==> config.mk <==
export PLATFORM = sky130hd
export DESIGN_NAME = iq_wakeup
export DESIGN_NICKNAME = d
export VERILOG_FILES = /design/src/rtl/iq_wakeup.sv
export SDC_FILE = /design/constraint.sdc
export NUM_CORES = 1
export LEC_CHECK = 0
export BUFFER_PORTS_ARGS = -buffer_cell sky130_fd_sc_hd__buf_4
export CELL_PAD_IN_SITES_DETAIL_PLACEMENT = 1
export CELL_PAD_IN_SITES_GLOBAL_PLACEMENT = 2
export CORE_MARGIN = 2
export CORE_UTILIZATION = 44
export CTS_CLUSTER_DIAMETER = 40
export DETAILED_ROUTE_END_ITERATION = 7
export GPL_TIMING_DRIVEN = 0
export PLACE_DENSITY = 0.87
export RECOVER_POWER = 50
export SLEW_MARGIN = 20
export SYNTH_ARGS = -nofsm -noshare
export SYNTH_HDL_FRONTEND = slang
export SYNTH_SLANG_ARGS = --single-unit
==> constraint.sdc <==
create_clock -name clk -period 6.6 [get_ports clk]
set_clock_uncertainty 0.2 [all_clocks]
set_input_delay 1.98 -clock clk [delete_from_list [all_inputs] [get_ports clk]]
set_output_delay 1.98 -clock clk [all_outputs]
set_load 0.1 [all_outputs]
==> src/rtl/iq_wakeup.sv <==
// Issue-queue operand readiness tracker: per-entry rs1/rs2 tag, status and early-wakeup countdown.
// Optional macro IQ_WAKEUP_CANCEL_EN enables speculative-wakeup cancellation.
module iq_wakeup #(
  parameter int unsigned IQ_DEPTH = 16,
  parameter int unsigned TAG_W    = 6,
  parameter int unsigned LAT_W    = 3
) (
  input  logic                         clk,
  input  logic                         reset_,
  input  logic                         flush,
  input  logic                         disp_valid,
  input  logic [$clog2(IQ_DEPTH)-1:0]  disp_idx,
  input  logic [TAG_W-1:0]             disp_rs1_tag,
  input  logic                         disp_rs1_rdy,
  input  logic [TAG_W-1:0]             disp_rs2_tag,
  input  logic                         disp_rs2_rdy,
  input  logic                         wake_valid,
  input  logic [TAG_W-1:0]             wake_tag,
  input  logic [LAT_W-1:0]             wake_lat,
  input  logic                         wb_valid,
  input  logic [TAG_W-1:0]             wb_tag,
  input  logic                         cancel_valid,
  input  logic [TAG_W-1:0]             cancel_tag,
  input  logic                         issue_valid,
  input  logic [$clog2(IQ_DEPTH)-1:0]  issue_idx,
  output logic [IQ_DEPTH-1:0]          valid,
  output logic [IQ_DEPTH-1:0][1:0]     rs1_stat,
  output logic [IQ_DEPTH-1:0][1:0]     rs2_stat
);

  localparam int unsigned IDX_W = $clog2(IQ_DEPTH);

  typedef enum logic [1:0] {
    REG_READY = 2'b00,
    REG_MAY   = 2'b01,
    REG_WAIT  = 2'b10
  } reg_stat_e;

  logic [IQ_DEPTH-1:0] valid_q, valid_d;
  logic [TAG_W-1:0]    tag_q [IQ_DEPTH][2];
  logic [TAG_W-1:0]    tag_d [IQ_DEPTH][2];
  reg_stat_e           st_q  [IQ_DEPTH][2];
  reg_stat_e           st_d  [IQ_DEPTH][2];
  logic [LAT_W-1:0]    cnt_q [IQ_DEPTH][2];
  logic [LAT_W-1:0]    cnt_d [IQ_DEPTH][2];

  logic [TAG_W-1:0] d_tag [2];
  logic             d_rdy [2];
  logic             cancel_hit;

  assign d_tag[0] = disp_rs1_tag;
  assign d_tag[1] = disp_rs2_tag;
  assign d_rdy[0] = disp_rs1_rdy;
  assign d_rdy[1] = disp_rs2_rdy;

`ifndef IQ_WAKEUP_CANCEL_EN
  logic unused_cancel;
  assign unused_cancel = ^{cancel_valid, cancel_tag};
`endif

  always_comb begin
    valid_d    = valid_q;
    tag_d      = tag_q;
    st_d       = st_q;
    cnt_d      = cnt_q;
    cancel_hit = 1'b0;
    for (int unsigned i = 0; i < IQ_DEPTH; i++) begin
      if (flush) begin
        valid_d[i] = 1'b0;
        for (int unsigned j = 0; j < 2; j++) begin
          st_d[i][j]  = REG_WAIT;
          cnt_d[i][j] = '0;
        end
      end else if (disp_valid && disp_idx == IDX_W'(i)) begin
        valid_d[i] = 1'b1;
        for (int unsigned j = 0; j < 2; j++) begin
          tag_d[i][j] = d_tag[j];
          cnt_d[i][j] = '0;
          st_d[i][j]  = (d_rdy[j] || (wb_valid && wb_tag == d_tag[j])) ? REG_READY : REG_WAIT;
        end
      end else if ((issue_valid && issue_idx == IDX_W'(i)) || !valid_q[i]) begin
        valid_d[i] = 1'b0;
        for (int unsigned j = 0; j < 2; j++) begin
          st_d[i][j]  = REG_WAIT;
          cnt_d[i][j] = '0;
        end
      end else begin
        for (int unsigned j = 0; j < 2; j++) begin
`ifdef IQ_WAKEUP_CANCEL_EN
          cancel_hit = cancel_valid && (tag_q[i][j] == cancel_tag);
`else
          cancel_hit = 1'b0;
`endif
          if (wb_valid && tag_q[i][j] == wb_tag) begin
            st_d[i][j]  = REG_READY;
            cnt_d[i][j] = '0;
          end else if (cancel_hit) begin
            // A cancel on this tag also masks any same-cycle wakeup of it
            if (st_q[i][j] == REG_MAY || cnt_q[i][j] != '0) begin
              st_d[i][j]  = REG_WAIT;
              cnt_d[i][j] = '0;
            end
          end else if (wake_valid && tag_q[i][j] == wake_tag &&
                       st_q[i][j] == REG_WAIT && cnt_q[i][j] == '0) begin
            // lat==1 loads the counter too, so MAY always resolves via countdown
            cnt_d[i][j] = wake_lat;
            if (wake_lat == '0)
              st_d[i][j] = REG_READY;
            else if (wake_lat == LAT_W'(1))
              st_d[i][j] = REG_MAY;
            else
              st_d[i][j] = REG_WAIT;
          end else if (cnt_q[i][j] != '0) begin
            cnt_d[i][j] = cnt_q[i][j] - LAT_W'(1);
            if (cnt_q[i][j] == LAT_W'(2))
              st_d[i][j] = REG_MAY;
            else if (cnt_q[i][j] == LAT_W'(1))
              st_d[i][j] = REG_READY;
          end
        end
      end
    end
  end

  always_ff @(posedge clk or negedge reset_) begin
    if (!reset_) begin
      valid_q <= '0;
      for (int unsigned i = 0; i < IQ_DEPTH; i++) begin
        for (int unsigned j = 0; j < 2; j++) begin
          tag_q[i][j] <= '0;
          st_q[i][j]  <= REG_WAIT;
          cnt_q[i][j] <= '0;
        end
      end
    end else begin
      valid_q <= valid_d;
      tag_q   <= tag_d;
      st_q    <= st_d;
      cnt_q   <= cnt_d;
    end
  end

  always_comb begin
    valid = valid_q;
    for (int unsigned i = 0; i < IQ_DEPTH; i++) begin
      rs1_stat[i] = st_q[i][0];
      rs2_stat[i] = st_q[i][1];
    end
  end

endmodule

==> results of run 1 <==
-- routing by layer --
metal	share of wire [%]	global-route usage, %
met3	7.1	7.82
met1	41	43.7
met2	46	54.4
met5	0.025	0
met4	6.1	20.1
-- worst paths after layout --
| path | slack [ps] | end | cells after the start |
|---|---|---|---|
| setup reg to reg | 3720 | rs1_stat[0] | 5 |
| hold / removal | 300 | rs2_stat[13] | 1 |
| hold reg to reg | 300 | rs2_stat[13] | 1 |
| min in group asynchronous | 2550 | cnt_q[4] | 1 |
| setup / recovery | 1380 | tag_q[106] | 1 |
| max in group clk | 1390 | rs1_stat[11] | 6 |
-- report_power, final --
part / switching, uW / internal (uW)
logic: 814 / 593
clock network: 1480 / 2780
registers: 287 / 2500
-- cells by family (layout without fill, tap and decap cells) --
kind of cell,count (synthesis),after routing,synth area share [%]
DFF,368,368,37.4
muxes,222,222,10.0
AOI/OAI and AO/OA,422,422,13.2
xor gates and xnor gates,396,396,14.0
buffers and inverters,227,487,3.78
other,0,10,0
and+or+nand+nor,693,693,15.1
adders and majority gates,128,128,6.48
-- sequential cells by signal, summed over array words and instances, names as in the netlist --
signal and cells:
tag_q 192, cnt_q 96, rs1_stat 32, rs2_stat 32
valid 16
-- placed cells by master, fill, tap and decap left out, types with 21 or more instances in the layout --
cell type  instances
inv_1            115
buf_4            102
dfrtp_1          336
nor2b_1           82
nand3_1           37
a211oi_1          66
nand2b_1          40
nor3_1            73
clkbuf_16         79
xnor2_1          223
o31a_1            22
nand4_1           41
nor4_1            24
nand2_1          154
o31ai_1           21
xor2_1           173
dfstp_2           32
or3_1             34
a21oi_1           39
o21ai_0           36
nand3b_1          24
nor2_1            84
mux2_2           203
a311oi_1          21
a32o_1            22
ha_1             128
clkbuf_1          72
buf_2             37
-- worst register-to-register path, delay by kind of cell (launching register included) --
| family | cells | cell delay (ps) |
|---|---|---|
| AOI/OAI and AO/OA | 4 | 2020 |
| DFF | 1 | 450 |
| and+or+nand+nor | 1 | 130 |
-- per-stage QoR --
stage | hold slack (ps) | instance area [sq um] | setup WS, ps | utilization (%) | cells
4_1_cts | 305 | 29500 | 1480 | 53.3 | 3464
3_5_place_dp | 292 | 26700 | 867 | 48.2 | 3319
2_1_floorplan | 265 | 24700 | 2500 | - | 2456
6_report | 304 | 29500 | 1380 | 53.3 | 3474
3_3_place_gp | 291 | 26500 | -638 | 47.9 | 3311
5_1_grt | 320 | 29400 | 809 | 53.2 | 3469
-- layout make-up --
cell class | count | area, sq um | share of cell area, %
clock inverters | 54 | 722 | 2.45
repair buffers | 115 | 921 | 3.13
multi-input cells | 1861 | 14600 | 49.5
well taps | 748 | 936 | 3.18
diodes | 10 | 25.0 | 0.0850
flip-flops and latches | 368 | 9250 | 31.4
plain buffers | 112 | 517 | 1.75
clock buffers | 91 | 2070 | 7.03
inverters | 115 | 432 | 1.47
==> flow_metrics.py, run 1 <==
metrics = {
    "route": {
        "via_count": 21471,
        "first_pass_iters": 5,
        "totalWireLength_um": 99800,
        "ant_nets": 0,
        "remaining_drc_errors": 0,
        "wl_per_cell_um": 28.7,
        "viasPerCell": 6.18,
        "drtIter0Drc": 1761,
    },
    "floorplan": {
        "ios": 131,
        "dieArea_sq_um": 58100,
        "fp.dieW_um": 241,
        "initial_utilization_pct": 44.7,
        "rows": 86,
        "dieHeight_um": 241,
        "coreArea_sq_um": 55300,
    },
    "sta": {
        "slew_viol_final": 68,
        "tns_ps": 0,
        "rsz0062_at_grt": "false",
        "setup_viol": 0,
        "tightest_slew_ps": 3990,
        "hold_viol": 0,
        "min_period_ps": 5220,
        "relSlewSlack_pct": -166,
        "fmaxAchievable_mhz": 192,
        "timing.final.crit_share_pct": 79.1,
    },
    "yosys": {
        "ys.flop_type": "dfrtp_1",
        "synth_top_area_share_pct": 34.0,
        "synth_area_per_cell_sq_um": 10.1,
        "synth_commonest_cells": "336 x dfrtp_1, 223 x xnor2_1, 204 x mux2_2, 173 x xor2_1, 154 x nand2_1",
        "ys_seq_area_share_pct": 37.4,
        "async_flop_share_pct": 100,
        "ys_types": 67,
        "synth_edf_count": 0,
        "post-synth-top-count-cell": "dfrtp_1",
        "netlist_area_sq_um": 24700,
        "synthTopCellsByArea": "dfrtp_1 34%, mux2_2 9.3%, xnor2_1 7.9%, ha_1 6.5%, xor2_1 6.1%",
        "synth_cells": 2456,
        "ys_warn_count": 0,
        "ys_ff_latch": 368,
        "syn_nets": 2635,
        "synth_area_leader_cell": "dfrtp_1",
    },
    "critical_path": {
        "startpoint": "reset_",
        "start_kind": "input port",
        "end_kind": "asynchronous set/reset pin",
        "worstPathCellList": "clkbuf_1",
        "worstPathArrival_ps": 4820,
        "crit_family": "buffers and inverters",
        "crit_path_top_delay_cell": "clkbuf_1",
        "reg2reg_from": "valid[0]",
        "crit_buf_inv": 1,
        "crit_required_ps": 6200,
        "worst-path-max-fanout": 61,
        "crit_path_max_incr_delay_ps": 2750,
        "crit_type": "input port to asynchronous set/reset pin",
    },
    "power_and_ir_drop": {
        "power_uw": 8450,
        "leakagePower_uw": 0.0129,
        "ir_drop_mv": 0.217,
        "p_per_area_nw_per_um2": 287,
    },
    "global_routing": {
        "antenna_found_initial": 14,
        "grt_start_max_net_pins": 89,
        "grt-ovfl-total": 0,
        "grt_pass1_vias": 22494,
        "grt_pass1_wl_um": 147000,
        "grtUsageTotal_pct": 34.6,
    },
    "clock_tree": {
        "cts.htree.levels": 3,
        "clock_latency_ps": 640,
        "cts_hold_buf": 0,
        "cts_tree": "done",
        "root_buffer": "clkbuf_16",
        "cts_resized": 0,
        "cts_buffers": 78,
        "cts_sinks": 368,
        "cts_buffer_depth": 3,
        "postCtsSetupBuffers": 0,
        "path_clk_slew_ps": 50,
    },
    "hold_path": {
        "min-delay-start": "rs2_stat[13]",
        "hold_path.class": "flip-flop to flip-flop",
    },
    "finish": {
        "area_growth_pct": 19.1,
        "fill_cells": 6078,
        "layout.nets": 2830,
        "final_layout_size_suffix_gt1_share_pct": 20.8,
    },
    "place": {
        "routabilityCongestion": 0.946,
        "hpwl_um": 67500,
        "port_buffers": 107,
    },
    "run_status": {
        "status": "finished with violations",
        "failed_checks": "max-capacitance violations, max-slew violations",
    },
    "run": {
        "cap_violations": 2,
    },
}
No activity file was read; power rests on OpenSTA's default activity.
==> inputs of run 2 (changes only) <==
--- a/config.mk
+++ b/config.mk
@@ -9,11 +9,11 @@
 export CELL_PAD_IN_SITES_DETAIL_PLACEMENT = 1
 export CELL_PAD_IN_SITES_GLOBAL_PLACEMENT = 2
 export CORE_MARGIN = 2
-export CORE_UTILIZATION = 44
+export CORE_UTILIZATION = 41
 export CTS_CLUSTER_DIAMETER = 40
 export DETAILED_ROUTE_END_ITERATION = 7
 export GPL_TIMING_DRIVEN = 0
-export PLACE_DENSITY = 0.87
+export PLACE_DENSITY = 0.82
 export RECOVER_POWER = 50
 export SLEW_MARGIN = 20
 export SYNTH_ARGS = -nofsm -noshare
==> constraint.sdc (replaced) <==
create_clock -name clk -period 5.14 [get_ports clk]
set_clock_uncertainty 0.2 [all_clocks]
set_input_delay 1.542 -clock clk [delete_from_list [all_inputs] [get_ports clk]]
set_output_delay 1.542 -clock clk [all_outputs]
set_load 0.1 [all_outputs]
==> run 2 against run 1 <==
  * The run still ends with max-capacitance violations, max-slew violations left
  * Cell area is 0.99% higher
  * Die area is 7.2% higher
  * Core utilization is 3.7 points lower
  * Sequential cell count stayed put
  * Combinational power is 27% higher
  * Routed wire length is 1.0% higher
  * Via count is 0.70% lower
  * Power is 32% higher
  * Final cell count is 1.3% higher
  * Hold slack worse by 5.0 ps
  * Register-to-register slack worse by 1300 ps
  * Largest cell class unchanged
==> flow_metrics.py, run 2 (synthesis results as in run 1) <==
metrics = {
    "run_status": {
        "status": "finished with violations",
        "failed_checks": "max-capacitance violations, max-slew violations",
    },
    "power_and_ir_drop": {
        "ir_drop_mv": 0.276,
        "p_comb_share_pct": 16.1,
        "clockPowerShare_pct": 51.8,
        "p_seq_share_pct": 32.1,
        "p_switching_uw": 3260,
        "switching_share_pct": 29.3,
        "power.internal_uw": 7860,
        "leakagePower_uw": 0.0131,
        "p_per_area_nw_per_um2": 374,
    },
    "critical_path": {
        "cpMostUsedCell": "clkbuf_1",
        "crit_family": "buffers and inverters",
        "crit_required_ps": 5500,
        "end_kind": "flip-flop",
        "crit_path_max_incr_delay_ps": 630,
        "crit_type": "input port to flip-flop",
        "worstPathCellList": "clkbuf_1 > buf_2 > xnor2_1 > a41o_1 > clkbuf_1 > buf_8 > nand3_1 > a22o_1",
        "worstPathArrival_ps": 4810,
        "crit_buf_inv": 4,
        "worst-path-max-fanout": 10,
        "start_kind": "input port",
        "crit_path_top_delay_cell": "clkbuf_1",
    },
    "sta": {
        "min_period_ps": 4450,
        "setup_viol": 0,
        "relSlewSlack_pct": -83.8,
        "worst_slack_ps": 689,
        "fin_hold_ws_ps": 299,
        "tightest_slew_ps": 2760,
        "hold_viol": 0,
        "fmaxAchievable_mhz": 225,
        "slew_viol_final": 141,
        "rsz0062_at_grt": "false",
        "timing.final.crit_share_pct": 86.6,
    },
    "floorplan": {
        "dieHeight_um": 250,
        "rows": 90,
        "fp.dieW_um": 250,
        "dieArea_sq_um": 62300,
        "initial_utilization_pct": 41.2,
        "ios": 131,
        "coreArea_sq_um": 60000,
    },
    "place": {
        "hpwl_um": 69100,
        "dpl.cell_count": 3354,
        "port_buffers": 107,
        "routabilityCongestion": 0.938,
        "pre_cts_ws_ps": 24.0,
        "place_area_sq_um": 26800,
    },
    "clock_tree": {
        "cts_buffer_depth": 3,
        "clock_latency_ps": 640,
        "cts_hold_buf": 0,
        "postCtsSetupBuffers": 0,
        "cts_sinks": 368,
        "cts_resized": 0,
        "cts.htree.levels": 3,
        "cts_buffers": 84,
        "path_clk_slew_ps": 50,
        "cts_tree": "done",
        "root_buffer": "clkbuf_16",
    },
    "route": {
        "first_pass_iters": 5,
        "totalWireLength_um": 101000,
        "drtIter0Drc": 1695,
        "ant_nets": 0,
        "via_count": 21320,
        "viasPerCell": 6.06,
        "wl_per_cell_um": 28.6,
        "remaining_drc_errors": 0,
    },
    "global_routing": {
        "use_met2_pct": 50.7,
        "grtUsageMet3_pct": 6.90,
        "grt_start_max_net_pins": 79,
        "antenna_found_initial": 8,
        "grt_pass1_vias": 22438,
        "grtUsageMet1_pct": 41.0,
        "grt_pass1_wl_um": 148000,
        "grt-ovfl-total": 0,
        "grtUsageTotal_pct": 32.1,
        "grt-busiest-layer": "met2",
    },
    "finish": {
        "area_growth_pct": 20.3,
        "layout_common_cells": "336 x dfrtp_1, 223 x xnor2_1, 203 x mux2_2, 173 x xor2_1, 154 x nand2_1",
        "multi_input_area_sq_um": 14600,
        "layout.cells.non_filler": 3519,
        "largest-register": "tag_q",
        "fill_cells": 6569,
        "layout.nets": 2838,
        "mostFrequentLayoutCell": "dfrtp_1",
        "final_design_area_no_fill_sq_um": 29700,
        "reg_top3": "tag_q x192, cnt_q x96",
        "final-seq-area_sq_um": 9250,
        "largest_reg_flops": 192,
        "final_layout_size_suffix_gt1_share_pct": 21.4,
    },
    "hold_path": {
        "hold_path.class": "flip-flop to flip-flop",
    },
    "run": {
        "cap_violations": 4,
    },
}
==> run 2: per-layer routing <==
| metal | share of wire, % | vias up |
|---|---|---|
| met3 | 7.8 | 293 |
| met5 | 0.016 | - |
| met4 | 5.8 | 2 |
| met1 | 41 | 10951 |
| met2 | 45 | 862 |
| li1 | - | 9212 |
==> run 2: worst register-to-register path, delay by kind of cell, from the launching register on <==
family | cells | cell delay [ps]
AOI/OAI and AO/OA | 4 | 1890
DFF | 1 | 430
and+or+nand+nor | 1 | 80
==> run 2: worst paths after layout <==
path	from	end	slack [ps]	cells past startpoint
worst max-delay path	wb_tag[0]	rs1_stat[5]	690	8
worst min-delay path	rs2_stat[13]	rs2_stat[13]	300	1
max in group asynchronous	reset_	rs1_stat[9]	890	4
worst min register to register	rs2_stat[13]	rs2_stat[13]	300	1
min in group asynchronous	reset_	cnt_q[38]	640	1
worst max register to register	valid[0]	rs1_stat[1]	2470	5
==> run 2: layout make-up <==
cell class              count  share of cell area, %
diodes                      8                 0.0673
flip-flops and latches    368                   31.1
clock inverters            50                   2.29
inverters                 115                   1.45
well taps                 782                   3.29
plain buffers             112                   1.76
repair buffers            117                   3.23
multi-input cells        1861                   49.0
clock buffers             106                   7.79
==> run 2: metrics by stage <==
stage | setup TNS (ps) | total power, uW | util (%)
global placement | -554860 | 5230 | 44.2
detailed placement | 0 | 5340 | 44.6
global route | 0 | 11400 | 49.5
finish | 0 | 11100 | 49.6
floorplan | 0 | 4710 | -
CTS | 0 | 11100 | 49.6
==> run 2: power by group through the flow <==
stage | clock network [uW] | registers (uW) | logic [uW]
after global placement | 0 | 3570 | 1660
after global routing | 5930 | 3610 | 1900
after floorplan | 0 | 3570 | 1140
after detailed placement | 0 | 3600 | 1740
final | 5760 | 3570 | 1790
after CTS | 5790 | 3560 | 1770
==> inputs of run 3 (changes only) <==
--- a/config.mk
+++ b/config.mk
@@ -5,11 +5,12 @@
 export SDC_FILE = /design/constraint.sdc
 export NUM_CORES = 1
 export LEC_CHECK = 0
+export ABC_AREA = 1
 export BUFFER_PORTS_ARGS = -buffer_cell sky130_fd_sc_hd__buf_4
 export CELL_PAD_IN_SITES_DETAIL_PLACEMENT = 1
 export CELL_PAD_IN_SITES_GLOBAL_PLACEMENT = 2
 export CORE_MARGIN = 2
-export CORE_UTILIZATION = 41
+export CORE_UTILIZATION = 35
 export CTS_CLUSTER_DIAMETER = 40
 export DETAILED_ROUTE_END_ITERATION = 7
 export GPL_TIMING_DRIVEN = 0
==> run 3 against run 2 <==
  * The flow still finishes with violations (max-capacitance violations, max-slew violations)
  * Via count up 32%
  * Non-clock buffer count grew 27
  * Core utilization shrank 7.1 points
  * Highest routed layer unchanged
  * Critical path type unchanged
  * Power up 8.1%
  * Critical endpoint is now tag_q[9]
==> flow_metrics.py, run 3 <==
metrics = {
    "critical_path": {
        "worstPathArrival_ps": 4380,
        "start_kind": "input port",
        "crit_path_max_incr_delay_ps": 820,
        "crit_family": "buffers and inverters",
        "crit_path_top_delay_cell": "clkbuf_1",
        "end_kind": "flip-flop",
        "worst-path-max-fanout": 10,
        "cpMostUsedCell": "clkbuf_1",
        "crit_buf_inv": 4,
        "worstPathCellList": "clkbuf_1 > clkbuf_1 > clkbuf_1 > nor2_1 > clkbuf_1 > nand2_1 > o21ai_0",
        "crit_type": "input port to flip-flop",
        "crit_required_ps": 5440,
    },
    "clock_tree": {
        "cts_tree": "done",
        "path_clk_slew_ps": 50,
        "cts_buffer_depth": 3,
        "cts.htree.levels": 3,
        "clock_latency_ps": 650,
        "root_buffer": "clkbuf_16",
        "cts_resized": 0,
        "postCtsSetupBuffers": 0,
        "cts_sinks": 368,
        "cts_buffers": 91,
        "cts_hold_buf": 0,
    },
    "sta": {
        "fmaxAchievable_mhz": 245,
        "timing.final.crit_share_pct": 79.3,
        "min_period_ps": 4080,
        "hold_viol": 0,
        "slew_viol_final": 153,
        "rsz0062_at_grt": "false",
        "relSlewSlack_pct": -38.7,
        "fin_hold_ws_ps": 271,
        "tightest_slew_ps": 2080,
        "setup_viol": 0,
    },
    "global_routing": {
        "antenna_found_initial": 8,
        "grt_pass1_vias": 28245,
        "grt_start_max_net_pins": 85,
        "grt-ovfl-total": 0,
        "grtUsageTotal_pct": 33.3,
        "grt_pass1_wl_um": 190000,
    },
    "yosys": {
        "ys_ff_latch": 368,
        "ys.flop_type": "dfrtp_1",
        "ys_types": 40,
        "synth_cells": 4035,
        "post-synth-top-count-cell": "nand2_1",
        "synthTopCellsByArea": "dfrtp_1 31%, nand2_1 22%, inv_1 6.6%, ha_1 6.0%, o21ai_0 4.6%",
        "synth_edf_count": 0,
        "synth_area_leader_cell": "dfrtp_1",
        "synth_top_area_share_pct": 31.4,
        "syn_nets": 4214,
        "ys_seq_area_share_pct": 34.5,
        "synth_commonest_cells": "1603 x nand2_1, 470 x inv_1, 336 x dfrtp_1, 323 x nor2_1, 246 x o21ai_0",
        "synth_area_per_cell_sq_um": 6.65,
        "async_flop_share_pct": 100,
        "netlist_area_sq_um": 26800,
        "ys_warn_count": 0,
    },
    "floorplan": {
        "dieHeight_um": 281,
        "rows": 101,
        "initial_utilization_pct": 35.3,
        "dieArea_sq_um": 78900,
        "ios": 131,
        "fp.dieW_um": 281,
        "coreArea_sq_um": 75900,
    },
    "finish": {
        "final_layout_size_suffix_gt1_share_pct": 12.3,
        "layout.cells.non_filler": 5348,
        "area_growth_pct": 20.2,
        "layout_common_cells": "1603 x nand2_1, 470 x inv_1, 336 x dfrtp_1, 333 x nor2_1, 251 x o21ai_0",
        "fill_cells": 9707,
        "largest-register": "tag_q",
        "final_design_area_no_fill_sq_um": 32200,
        "reg_top3": "tag_q x192, cnt_q x96",
        "largest_reg_flops": 192,
        "finish.utilization_pct": 42.4,
        "mostFrequentLayoutCell": "nand2_1",
        "layout.nets": 4422,
    },
    "route": {
        "drtIter0Drc": 2408,
        "viasPerCell": 5.27,
        "totalWireLength_um": 132000,
        "ant_nets": 0,
        "via_count": 28189,
        "remaining_drc_errors": 0,
        "wl_per_cell_um": 24.6,
        "first_pass_iters": 5,
    },
    "place": {
        "place_area_sq_um": 29100,
        "routabilityCongestion": 0.941,
        "port_buffers": 110,
        "hpwl_um": 91600,
        "dpl.cell_count": 5180,
    },
    "power_and_ir_drop": {
        "power_uw": 12000,
        "p_comb_share_pct": 18.5,
        "p_seq_share_pct": 30.0,
        "leakagePower_uw": 0.0162,
        "p_switching_uw": 3870,
        "ir_drop_mv": 0.249,
        "switching_share_pct": 32.2,
        "p_per_area_nw_per_um2": 373,
        "clockPowerShare_pct": 51.4,
        "power.internal_uw": 8150,
    },
    "run_status": {
        "failed_checks": "max-capacitance violations, max-slew violations",
        "status": "finished with violations",
    },
    "run": {
        "cap_violations": 3,
    },
    "hold_path": {
        "hold_path.class": "flip-flop to flip-flop",
    },
}
==> run 3: cell types whose count changed after synthesis, moves of 158 or more <==
cell     previous run  this run
mux2_2            204         0
xor2_1            173        15
inv_1             115       470
nor2_1             85       323
nand2_1           154      1603
o21ai_0            36       246
==> run 3: final timing paths <==
kind                                     end  slack [ps]  cells after the start    startpoint
worst min register to register  rs2_stat[11]         270                      2  rs2_stat[11]
worst max register to register  rs2_stat[14]        2670                     10      valid[7]
worst min-delay path            rs2_stat[11]         270                      2  rs2_stat[11]
max in group asynchronous        rs1_stat[5]        1160                      5        reset_
min in group asynchronous          cnt_q[52]         570                      1        reset_
worst max-delay path                tag_q[9]        1060                      7         flush
==> run 3: metal layers <==
layer	up-vias	GRT usage (%)	part of all wire, %
li1	12903	-	-
met1	13878	43.7	42
met2	1119	53.2	44
met3	287	5.89	7.9
met4	2	15.8	5.3
met5	-	0	0.0084
==> run 3: through the flow <==
step | TNS [ps] | worst slack [ps]
after global routing | 0 | 787
after detailed placement | 0 | 693
after floorplan | 0 | 2200
after global placement | -665280 | -2030
after CTS | 0 | 1370
final | 0 | 1060
==> run 3: cell families (layout without fill, tap and decap cells) <==
| family | count (synthesis) | count (layout) | share of synthesized area (%) |
|---|---|---|---|
| other | 0 | 1 | 0 |
| DFF | 368 | 368 | 34.5 |
| adders and majority gates | 128 | 128 | 5.97 |
| buffers and inverters | 643 | 925 | 10.4 |
| and+or+nand+nor | 2240 | 2240 | 34.2 |
| xor gates and xnor gates | 155 | 155 | 5.09 |
| AOI/OAI and AO/OA | 501 | 501 | 9.87 |
==> run 3: power groups by stage <==
stage          logic [uW]  clock network (uW)  registers, uW
3_3_place_gp         2120                   0           3620
2_1_floorplan        1400                   0           3600
3_5_place_dp         2170                   0           3630
4_1_cts              2190                6230           3590
6_report             2230                6180           3610
5_1_grt              2440                6350           3650
==> run 3: cell type report <==
cell class / count / area [sq um] / area share, %
antenna: 1 / 2.50 / 0.00776
buffer: 141 / 895 / 2.78
clock buffer: 121 / 2610 / 8.11
clock inverter: 46 / 624 / 1.94
inverter: 502 / 1890 / 5.87
multi-input combinational: 3024 / 14700 / 45.8
sequential: 368 / 9250 / 28.7
tap: 1030 / 1290 / 4.00
timing repair buffer: 115 / 915 / 2.84
==> run 3: worst reg2reg max path: cells and delay by family (launching register included) <==
family / cells / cell delay (ps)
and+or+nand+nor: 7 / 1280
AOI/OAI and AO/OA: 1 / 450
DFF: 1 / 370
buffers and inverters: 2 / 120
